--- src/rtl/mmio_host_monitor_if.sv ---
// Bus bundle for mmio_host_monitor: snooped data-memory port, console drain and status outputs.
// The monitor connects through the slave modport; the bus/host side uses master.
interface mmio_host_monitor_if;
    logic        mem_valid;
    logic        mem_write;
    logic [3:0]  mem_wmask;
    logic [31:0] mem_wdata;
    logic [31:0] mem_addr;
    logic        tx_valid;
    logic [7:0]  tx_data;
    logic        tx_ready;
    logic        done;
    logic        pass;
    logic        fail;
    logic        timeout;
    logic [7:0]  exit_code;
    logic [15:0] dropped;
    logic        rd_valid;
    logic [31:0] rd_data;

    modport slave (
        input  mem_valid, mem_write, mem_wmask, mem_wdata, mem_addr, tx_ready,
        output tx_valid, tx_data, done, pass, fail, timeout, exit_code, dropped, rd_valid, rd_data
    );

    modport master (
        output mem_valid, mem_write, mem_wmask, mem_wdata, mem_addr, tx_ready,
        input  tx_valid, tx_data, done, pass, fail, timeout, exit_code, dropped, rd_valid, rd_data
    );
endinterface

--- src/rtl/mmio_host_monitor.sv ---
// Host/test-status monitor: snoops data-memory writes for console bytes, test result and tohost exit,
// with a watchdog. Optional status readback at ADDR_RESULT+4 is enabled by macro HOSTMON_READBACK_EN.
module mmio_host_monitor #(
    parameter logic [31:0] ADDR_PUTCHAR   = 32'h1000_0000,
    parameter logic [31:0] ADDR_RESULT    = 32'h1000_1000,
    parameter logic [31:0] ADDR_TOHOST    = 32'h0000_1000,
    parameter logic [7:0]  PASS_CODE      = 8'h03,
    parameter int          FIFO_LOG       = 4,
    parameter int          TIMEOUT_CYCLES = 20000
) (
    input  logic                  clk,
    input  logic                  rstn,
    mmio_host_monitor_if.slave    bus
);

    typedef enum logic [2:0] {
        S_RUN     = 3'd0,
        S_PASS    = 3'd1,
        S_FAIL    = 3'd2,
        S_EXIT    = 3'd3,
        S_TIMEOUT = 3'd4
    } state_t;

    localparam logic        WDOG_EN   = (TIMEOUT_CYCLES != 0);
    localparam logic [31:0] WDOG_LAST = (TIMEOUT_CYCLES == 0) ? 32'd0 : 32'(TIMEOUT_CYCLES - 1);

    state_t            r_state, w_state_nxt;
    logic [7:0]        r_exit_code, w_exit_nxt;
    logic              r_done, r_pass, r_fail, r_timeout;
    logic [31:0]       r_wdog;
    logic [FIFO_LOG:0] r_wr_ptr, r_rd_ptr;
    logic [7:0]        r_mem [0:(1<<FIFO_LOG)-1];
    logic [15:0]       r_dropped;
    logic              w_wr_en, w_hit_put, w_hit_res, w_hit_toh, w_run, w_expire;
    logic              w_empty, w_full, w_pop, w_push_req, w_push, w_drop;
    logic [7:0]        w_byte;
    logic              w_unused;

    assign w_byte     = bus.mem_wdata[7:0];
    assign w_wr_en    = bus.mem_valid & bus.mem_write & bus.mem_wmask[0];
    assign w_hit_put  = w_wr_en & (bus.mem_addr == ADDR_PUTCHAR);
    assign w_hit_res  = w_wr_en & (bus.mem_addr == ADDR_RESULT);
    assign w_hit_toh  = w_wr_en & (bus.mem_addr == ADDR_TOHOST);
    assign w_run      = (r_state == S_RUN);
    assign w_expire   = WDOG_EN & (r_wdog == WDOG_LAST);
    assign w_unused   = ^{bus.mem_wdata[31:8], bus.mem_wmask[3:1]};

    // Full when pointers differ only in the wrap bit.
    assign w_empty    = (r_wr_ptr == r_rd_ptr);
    assign w_full     = (r_wr_ptr[FIFO_LOG] != r_rd_ptr[FIFO_LOG]) &&
                        (r_wr_ptr[FIFO_LOG-1:0] == r_rd_ptr[FIFO_LOG-1:0]);
    assign w_pop      = ~w_empty & bus.tx_ready;
    assign w_push_req = w_hit_put & w_run;
    assign w_push     = w_push_req & (~w_full | w_pop);
    assign w_drop     = w_push_req & w_full & ~w_pop;

    // Next-state and exit-code selection; a result/tohost hit beats watchdog expiry.
    always_comb begin
        w_state_nxt = r_state;
        w_exit_nxt  = r_exit_code;
        case (r_state)
            S_RUN: begin
                if (w_hit_res) begin
                    w_state_nxt = (w_byte == PASS_CODE) ? S_PASS : S_FAIL;
                    w_exit_nxt  = w_byte;
                end else if (w_hit_toh) begin
                    w_state_nxt = S_EXIT;
                    w_exit_nxt  = w_byte;
                end else if (w_expire) begin
                    w_state_nxt = S_TIMEOUT;
                    w_exit_nxt  = 8'h00;
                end else begin
                    w_state_nxt = S_RUN;
                end
            end
            default: begin
                w_state_nxt = r_state;
            end
        endcase
    end

    // State register plus registered status flags decoded from the next state.
    always_ff @(posedge clk or negedge rstn) begin
        if (!rstn) begin
            r_state     <= S_RUN;
            r_exit_code <= 8'h00;
            r_done      <= 1'b0;
            r_pass      <= 1'b0;
            r_fail      <= 1'b0;
            r_timeout   <= 1'b0;
        end else begin
            r_state     <= w_state_nxt;
            r_exit_code <= w_exit_nxt;
            r_done      <= (w_state_nxt != S_RUN);
            r_pass      <= (w_state_nxt == S_PASS);
            r_fail      <= (w_state_nxt == S_FAIL);
            r_timeout   <= (w_state_nxt == S_TIMEOUT);
        end
    end

    // Watchdog counts only while running, so it freezes once the test terminates.
    always_ff @(posedge clk or negedge rstn) begin
        if (!rstn) begin
            r_wdog <= 32'd0;
        end else if (WDOG_EN && w_run) begin
            r_wdog <= r_wdog + 32'd1;
        end else begin
            r_wdog <= r_wdog;
        end
    end

    // FIFO pointers and saturating overflow counter.
    always_ff @(posedge clk or negedge rstn) begin
        if (!rstn) begin
            r_wr_ptr  <= '0;
            r_rd_ptr  <= '0;
            r_dropped <= 16'h0000;
        end else begin
            r_wr_ptr  <= w_push ? r_wr_ptr + 1'b1 : r_wr_ptr;
            r_rd_ptr  <= w_pop  ? r_rd_ptr + 1'b1 : r_rd_ptr;
            if (w_drop && (r_dropped != 16'hFFFF)) begin
                r_dropped <= r_dropped + 16'd1;
            end else begin
                r_dropped <= r_dropped;
            end
        end
    end

    // FIFO storage; stale contents are never visible because tx_data is gated by empty.
    always_ff @(posedge clk) begin
        if (w_push) begin
            r_mem[r_wr_ptr[FIFO_LOG-1:0]] <= w_byte;
        end
    end

    assign bus.tx_valid  = ~w_empty;
    assign bus.tx_data   = w_empty ? 8'h00 : r_mem[r_rd_ptr[FIFO_LOG-1:0]];
    assign bus.done      = r_done;
    assign bus.pass      = r_pass;
    assign bus.fail      = r_fail;
    assign bus.timeout   = r_timeout;
    assign bus.exit_code = r_exit_code;
    assign bus.dropped   = r_dropped;

`ifdef HOSTMON_READBACK_EN
    logic        r_rd_valid;
    logic [31:0] r_rd_data;
    logic        w_rd_hit;

    assign w_rd_hit = bus.mem_valid & ~bus.mem_write & (bus.mem_addr == (ADDR_RESULT + 32'd4));

    // Status snapshot taken from the pre-edge register values of the request cycle.
    always_ff @(posedge clk or negedge rstn) begin
        if (!rstn) begin
            r_rd_valid <= 1'b0;
            r_rd_data  <= 32'h0000_0000;
        end else begin
            r_rd_valid <= w_rd_hit;
            if (w_rd_hit) begin
                r_rd_data <= {r_dropped, r_exit_code, 4'b0000, r_timeout, r_fail, r_pass, r_done};
            end else begin
                r_rd_data <= r_rd_data;
            end
        end
    end

    assign bus.rd_valid = r_rd_valid;
    assign bus.rd_data  = r_rd_data;
`else
    assign bus.rd_valid = 1'b0;
    assign bus.rd_data  = 32'h0000_0000;
`endif

endmodule
--- src/flat_wrapper.sv ---
// flat-port wrapper written by rule: the top's interface ports become plain ports
module mmio_host_monitor_flat 
#(
    parameter logic [31:0] ADDR_PUTCHAR   = 32'h1000_0000,
    parameter logic [31:0] ADDR_RESULT    = 32'h1000_1000,
    parameter logic [31:0] ADDR_TOHOST    = 32'h0000_1000,
    parameter logic [7:0]  PASS_CODE      = 8'h03,
    parameter int          FIFO_LOG       = 4,
    parameter int          TIMEOUT_CYCLES = 20000
)
  (clk, rstn, bus_mem_valid, bus_mem_write, bus_mem_wmask, bus_mem_wdata, bus_mem_addr, bus_tx_ready, bus_tx_valid, bus_tx_data, bus_done, bus_pass, bus_fail, bus_timeout, bus_exit_code, bus_dropped, bus_rd_valid, bus_rd_data);
  mmio_host_monitor_if bus_i ();
  input  logic clk;
  input  logic rstn;
  input wire logic [$bits(bus_i.mem_valid)-1:0] bus_mem_valid;
  input wire logic [$bits(bus_i.mem_write)-1:0] bus_mem_write;
  input wire logic [$bits(bus_i.mem_wmask)-1:0] bus_mem_wmask;
  input wire logic [$bits(bus_i.mem_wdata)-1:0] bus_mem_wdata;
  input wire logic [$bits(bus_i.mem_addr)-1:0] bus_mem_addr;
  input wire logic [$bits(bus_i.tx_ready)-1:0] bus_tx_ready;
  output wire logic [$bits(bus_i.tx_valid)-1:0] bus_tx_valid;
  output wire logic [$bits(bus_i.tx_data)-1:0] bus_tx_data;
  output wire logic [$bits(bus_i.done)-1:0] bus_done;
  output wire logic [$bits(bus_i.pass)-1:0] bus_pass;
  output wire logic [$bits(bus_i.fail)-1:0] bus_fail;
  output wire logic [$bits(bus_i.timeout)-1:0] bus_timeout;
  output wire logic [$bits(bus_i.exit_code)-1:0] bus_exit_code;
  output wire logic [$bits(bus_i.dropped)-1:0] bus_dropped;
  output wire logic [$bits(bus_i.rd_valid)-1:0] bus_rd_valid;
  output wire logic [$bits(bus_i.rd_data)-1:0] bus_rd_data;
  assign bus_i.mem_valid = bus_mem_valid;
  assign bus_i.mem_write = bus_mem_write;
  assign bus_i.mem_wmask = bus_mem_wmask;
  assign bus_i.mem_wdata = bus_mem_wdata;
  assign bus_i.mem_addr = bus_mem_addr;
  assign bus_i.tx_ready = bus_tx_ready;
  assign bus_tx_valid = bus_i.tx_valid;
  assign bus_tx_data = bus_i.tx_data;
  assign bus_done = bus_i.done;
  assign bus_pass = bus_i.pass;
  assign bus_fail = bus_i.fail;
  assign bus_timeout = bus_i.timeout;
  assign bus_exit_code = bus_i.exit_code;
  assign bus_dropped = bus_i.dropped;
  assign bus_rd_valid = bus_i.rd_valid;
  assign bus_rd_data = bus_i.rd_data;
  mmio_host_monitor #(.ADDR_PUTCHAR(ADDR_PUTCHAR), .ADDR_RESULT(ADDR_RESULT), .ADDR_TOHOST(ADDR_TOHOST), .PASS_CODE(PASS_CODE), .FIFO_LOG(FIFO_LOG), .TIMEOUT_CYCLES(TIMEOUT_CYCLES)) u_core (.clk(clk), .rstn(rstn), .bus(bus_i));
endmodule
--- config.mk ---
export PLATFORM = sky130hd
export DESIGN_NAME = mmio_host_monitor_flat
export DESIGN_NICKNAME = d
export VERILOG_FILES = /design/src/rtl/mmio_host_monitor_if.sv /design/src/rtl/mmio_host_monitor.sv /design/src/flat_wrapper.sv
export SDC_FILE = /design/constraint.sdc
export NUM_CORES = 1
export LEC_CHECK = 0
export BUFFER_PORTS_ARGS = -buffer_cell sky130_fd_sc_hd__buf_4
export CAP_MARGIN = 20
export CORE_ASPECT_RATIO = 1.25
export CORE_MARGIN = 2
export CORE_UTILIZATION = 35
export CTS_BUF_LIST = sky130_fd_sc_hd__clkbuf_16
export DETAILED_ROUTE_END_ITERATION = 12
export GPL_TIMING_DRIVEN = 0
export PLACE_DENSITY = 0.52
export SLEW_MARGIN = 15
export SYNTH_ARGS = -nofsm -noshare
export SYNTH_HDL_FRONTEND = slang
export SYNTH_SLANG_ARGS = --single-unit
--- constraint.sdc ---
create_clock -name clk -period 3.4 [get_ports clk]
set_input_delay 0.34 -clock clk [delete_from_list [all_inputs] [get_ports clk]]
set_output_delay 0.34 -clock clk [all_outputs]
set_load 0.05 [all_outputs]
==> impl_results.md <==
- IO Pins: 143
- CP startpoint kind: flip-flop
- Yosys reg bits: 201
- Max stage delay on crit path: 660 ps
- Cell taking the most area after synthesis: edfxtp_1
- Worst-Margin Slew: 934 ps
- RSZ-0062 raised after global routing: no
- Routed wl met2: 10600 µm
- Setup TNS: 0 ps
- Diode count: 0
- Die height: 183 µm
- Slew Limit Fails: 0
- Worst Path Required: 3060 ps
- Clock tree root buffer cell: clkbuf_16
- Pin count of the biggest net entering global routing: 74
- Initial antenna violation count: 0
- Die area: 27000 µm²
- Hold Fails Final Rpt: 11
- Status: finished with violations
- GR Util All Layers: 14.8%
- Worst Clk Skew: 10.7 ps
- Upper clock frequency limit: 323 MHz
- Number of port buffers: 82
- Clk buf depth: 3
- Critical path buffers and inverters: 3
- Layout area overhead: 20.9%
- Post-synthesis cell type count: 53
- CTS tree: yes
- Final Net Count: 779
- Final Core Density: 43.1%
- Core area: 25200 µm²
- Hold Slack: -27.7 ps
- CTS resizes: 0
- Routed length on met3: 844 µm
- Vias post-DR: 5126
- Fraction of layout cells with a size suffix above 1: 29.5%
- Crit-path cells: buf_6 > buf_12 > mux4_1 > mux4_2 > and2_1 > buf_4
- CP max FO: 10
- CP arrival: 2750 ps
- DRC errors left: 0
- Worst-path clk slew: 60 ps
- Vias in the first global route: 5387
- Post-route antenna net violation count: 0
- WL per Instance: 19.2 µm
- Pre-antenna DRT Iters: 6
- CTS Buf Count: 22
- Site Rows: 65
- Area after DPL: 10200 µm²
- Final Instance Area: 10900 µm²
- Max Used Layer: met4
- Synth warn: 0
- Crit-path slowest cell: mux4_1
- Post-Syn Instances: 561
- Post-Syn Area: 8990 µm²
- Failing checks: negative hold slack
- Postcts setup bufs: 0
- CP Class: reg2out
- Leakage: 4.39 nW
- Met1 Wirelength: 8190 µm
- DP Worst Slack: 399 ps
- Setup violators final: 0
- Largest cells by area after synthesis: edfxtp_1 43%, dfrtp_1 20%, mux4_1 5.6%, mux4_2 5.3%, xnor2_1 4.1%
- Total gr overflow: 0
- Die width: 147 µm
- Setup crit end kind: primary output
- Post-DP HPWL: 14000 µm
- Vias per Instance: 4.88
- Crit path max-delay family: multiplexers
- Seq/Total Area, Yosys: 63.1%
- Max-Cap Viols: 0
- First-pass GRT wire length: 30900 µm
- PD cells: 637 nW/µm²
- Setup slack after layout: 306 ps
- RePlAce Congestion: 0.804
- Worst hold path type: in2async
- Area share of the largest cell type after synthesis: 42.7%
- # clock sinks: 201
- Worst IR drop on VDD: 331 µV
- 1st-iter DRT viols: 254
- Final WL: 20200 µm
- Final worst-path cycle share: 91.0%
- Initial Util: 35.7%
- Crit path time final: 3090 ps
- Clock latency on the worst-skew pair: 500 ps
- H-tree depth: 1
- Slew margin rel.: 37.8%
- Hold buffers post-CTS: 0
- Synthesized area per cell: 16.0 µm²
==> metrics by stage <==
stage | total power (W) | instances
5_1_grt | 0.00718 | 1050
4_1_cts | 0.00701 | 1050
3_3_place_gp | 0.00467 | 1010
6_report | 0.00693 | 1050
2_1_floorplan | 0.00413 | 593
3_5_place_dp | 0.00469 | 1010
==> routing by layer <==
layer | track usage, % | up-vias
met4 | 5.12 | 0
met3 | 2.11 | 36
li1 | - | 2379
met2 | 26.6 | 116
met5 | 0 | -
met1 | 18.4 | 2595
==> cells by family (layout without fill, tap and decap cells) <==
group / after synthesis / in the layout / share of synthesized area, %
flops: 201 / 201 / 63.1
simple gates: 177 / 177 / 12.6
xor+xnor: 59 / 59 / 5.83
buf+inv: 57 / 179 / 4.75
mux: 42 / 42 / 11.1
compound gates: 17 / 17 / 1.68
fa+ha+maj: 7 / 7 / 0.974
other cells: 1 / 33 / 0.0417
==> placed cells by master (no fill, tap or decap), types with 2 or more instances in the layout <==
cell and n:
nor4b_1 2, nand3_2 9, or3_1 2, xor2_1 16, nand4_1 20, conb_1 33, and3_1 20, buf_6 4
and4_1 7, nor3b_2 4, bufinv_16 2, nor4_2 4, buf_4 116, edfxtp_1 128, xnor2_1 42, nand2_1 21
nand4_2 2, a21o_1 3, nor4_1 12, a31oi_1 2, buf_12 2, clkinv_1 4, clkinv_2 5, mux4_2 21
a22o_1 8, dfrtp_1 73, nor3_1 7, nand3_1 15, ha_1 7, mux4_1 19, buf_2 6, nor2_1 20
inv_1 12, clkbuf_16 23, and2_1 19
==> state kept, by name, indices dropped and copies added, names as in the netlist <==
register	count
u_core.r_wr_ptr	5
u_core.r_wdog	32
u_core.bus.timeout	1
u_core.bus.exit_code	8
u_core.bus.fail	1
u_core.bus.pass	1
u_core.bus.done	1
u_core.r_state	3
u_core.r_rd_ptr	5
u_core.bus.dropped	16
u_core.r_mem	128
==> cell usage after synthesis (all sizes together) <==
master,instances
nor4,17
nand3,24
nor4b,2
edfxtp,128
nand4,23
a21o,3
and4,7
and3,20
nor2b,1
dfrtp,73
nor3b,5
nor2,20
nor3,9
conb,1
and4bb,1
a31oi,3
o2111a,1
xor2,16
mux2,2
or3,2
nand2,22
o21ai,1
or2,2
o2111ai,1
xnor2,43
nor4bb,1
clkbuf,2
and2,19
nand3b,1
nand2b,1
buf,47
ha,7
mux4,40
a22o,8
inv,8
==> report_power, final <==
| part | internal (W) | switching [W] |
|---|---|---|
| clock network | 0.00137 | 0.000945 |
| registers | 0.00264 | 0.0000271 |
| logic | 0.000855 | 0.00109 |
==> area by class of cell <==
class / count / area, µm²
Clock buffer: 23 / 576
Inverter: 8 / 30.0
Timing Repair Buffer: 82 / 616
Tap cell: 335 / 419
Fill cell: 2330 / 14300
Buffer: 49 / 397
Multi-Input combinational cell: 335 / 3030
Clock inverter: 17 / 130
Sequential cell: 201 / 5670
==> path summary, 6_finish.rpt <==
kind                                     from                    end  slack, ps  cells after the start
setup / recovery           u_core.r_rd_ptr[0]         bus_tx_data[1]        310                      6
hold / removal                           rstn  u_core.bus.dropped[0]        -30                      1
setup reg to reg            u_core.r_state[1]     u_core.r_mem[6][1]        610                      5
hold reg to reg              u_core.r_wdog[4]       u_core.r_wdog[4]        480                      1
max in group asynchronous                rstn     u_core.r_rd_ptr[2]       2820                      1
min in group clk             bus_mem_addr[28]      u_core.r_state[0]        180                      3
==> worst register-to-register path: stages, from the launching register on <==
cell and delay [ps]:
dfrtp_1 470, nor3_4 380, and4_1 280, o2111ai_1 240, or2_1 370, nor3b_2 670
(Power assumes the default switching activity.)
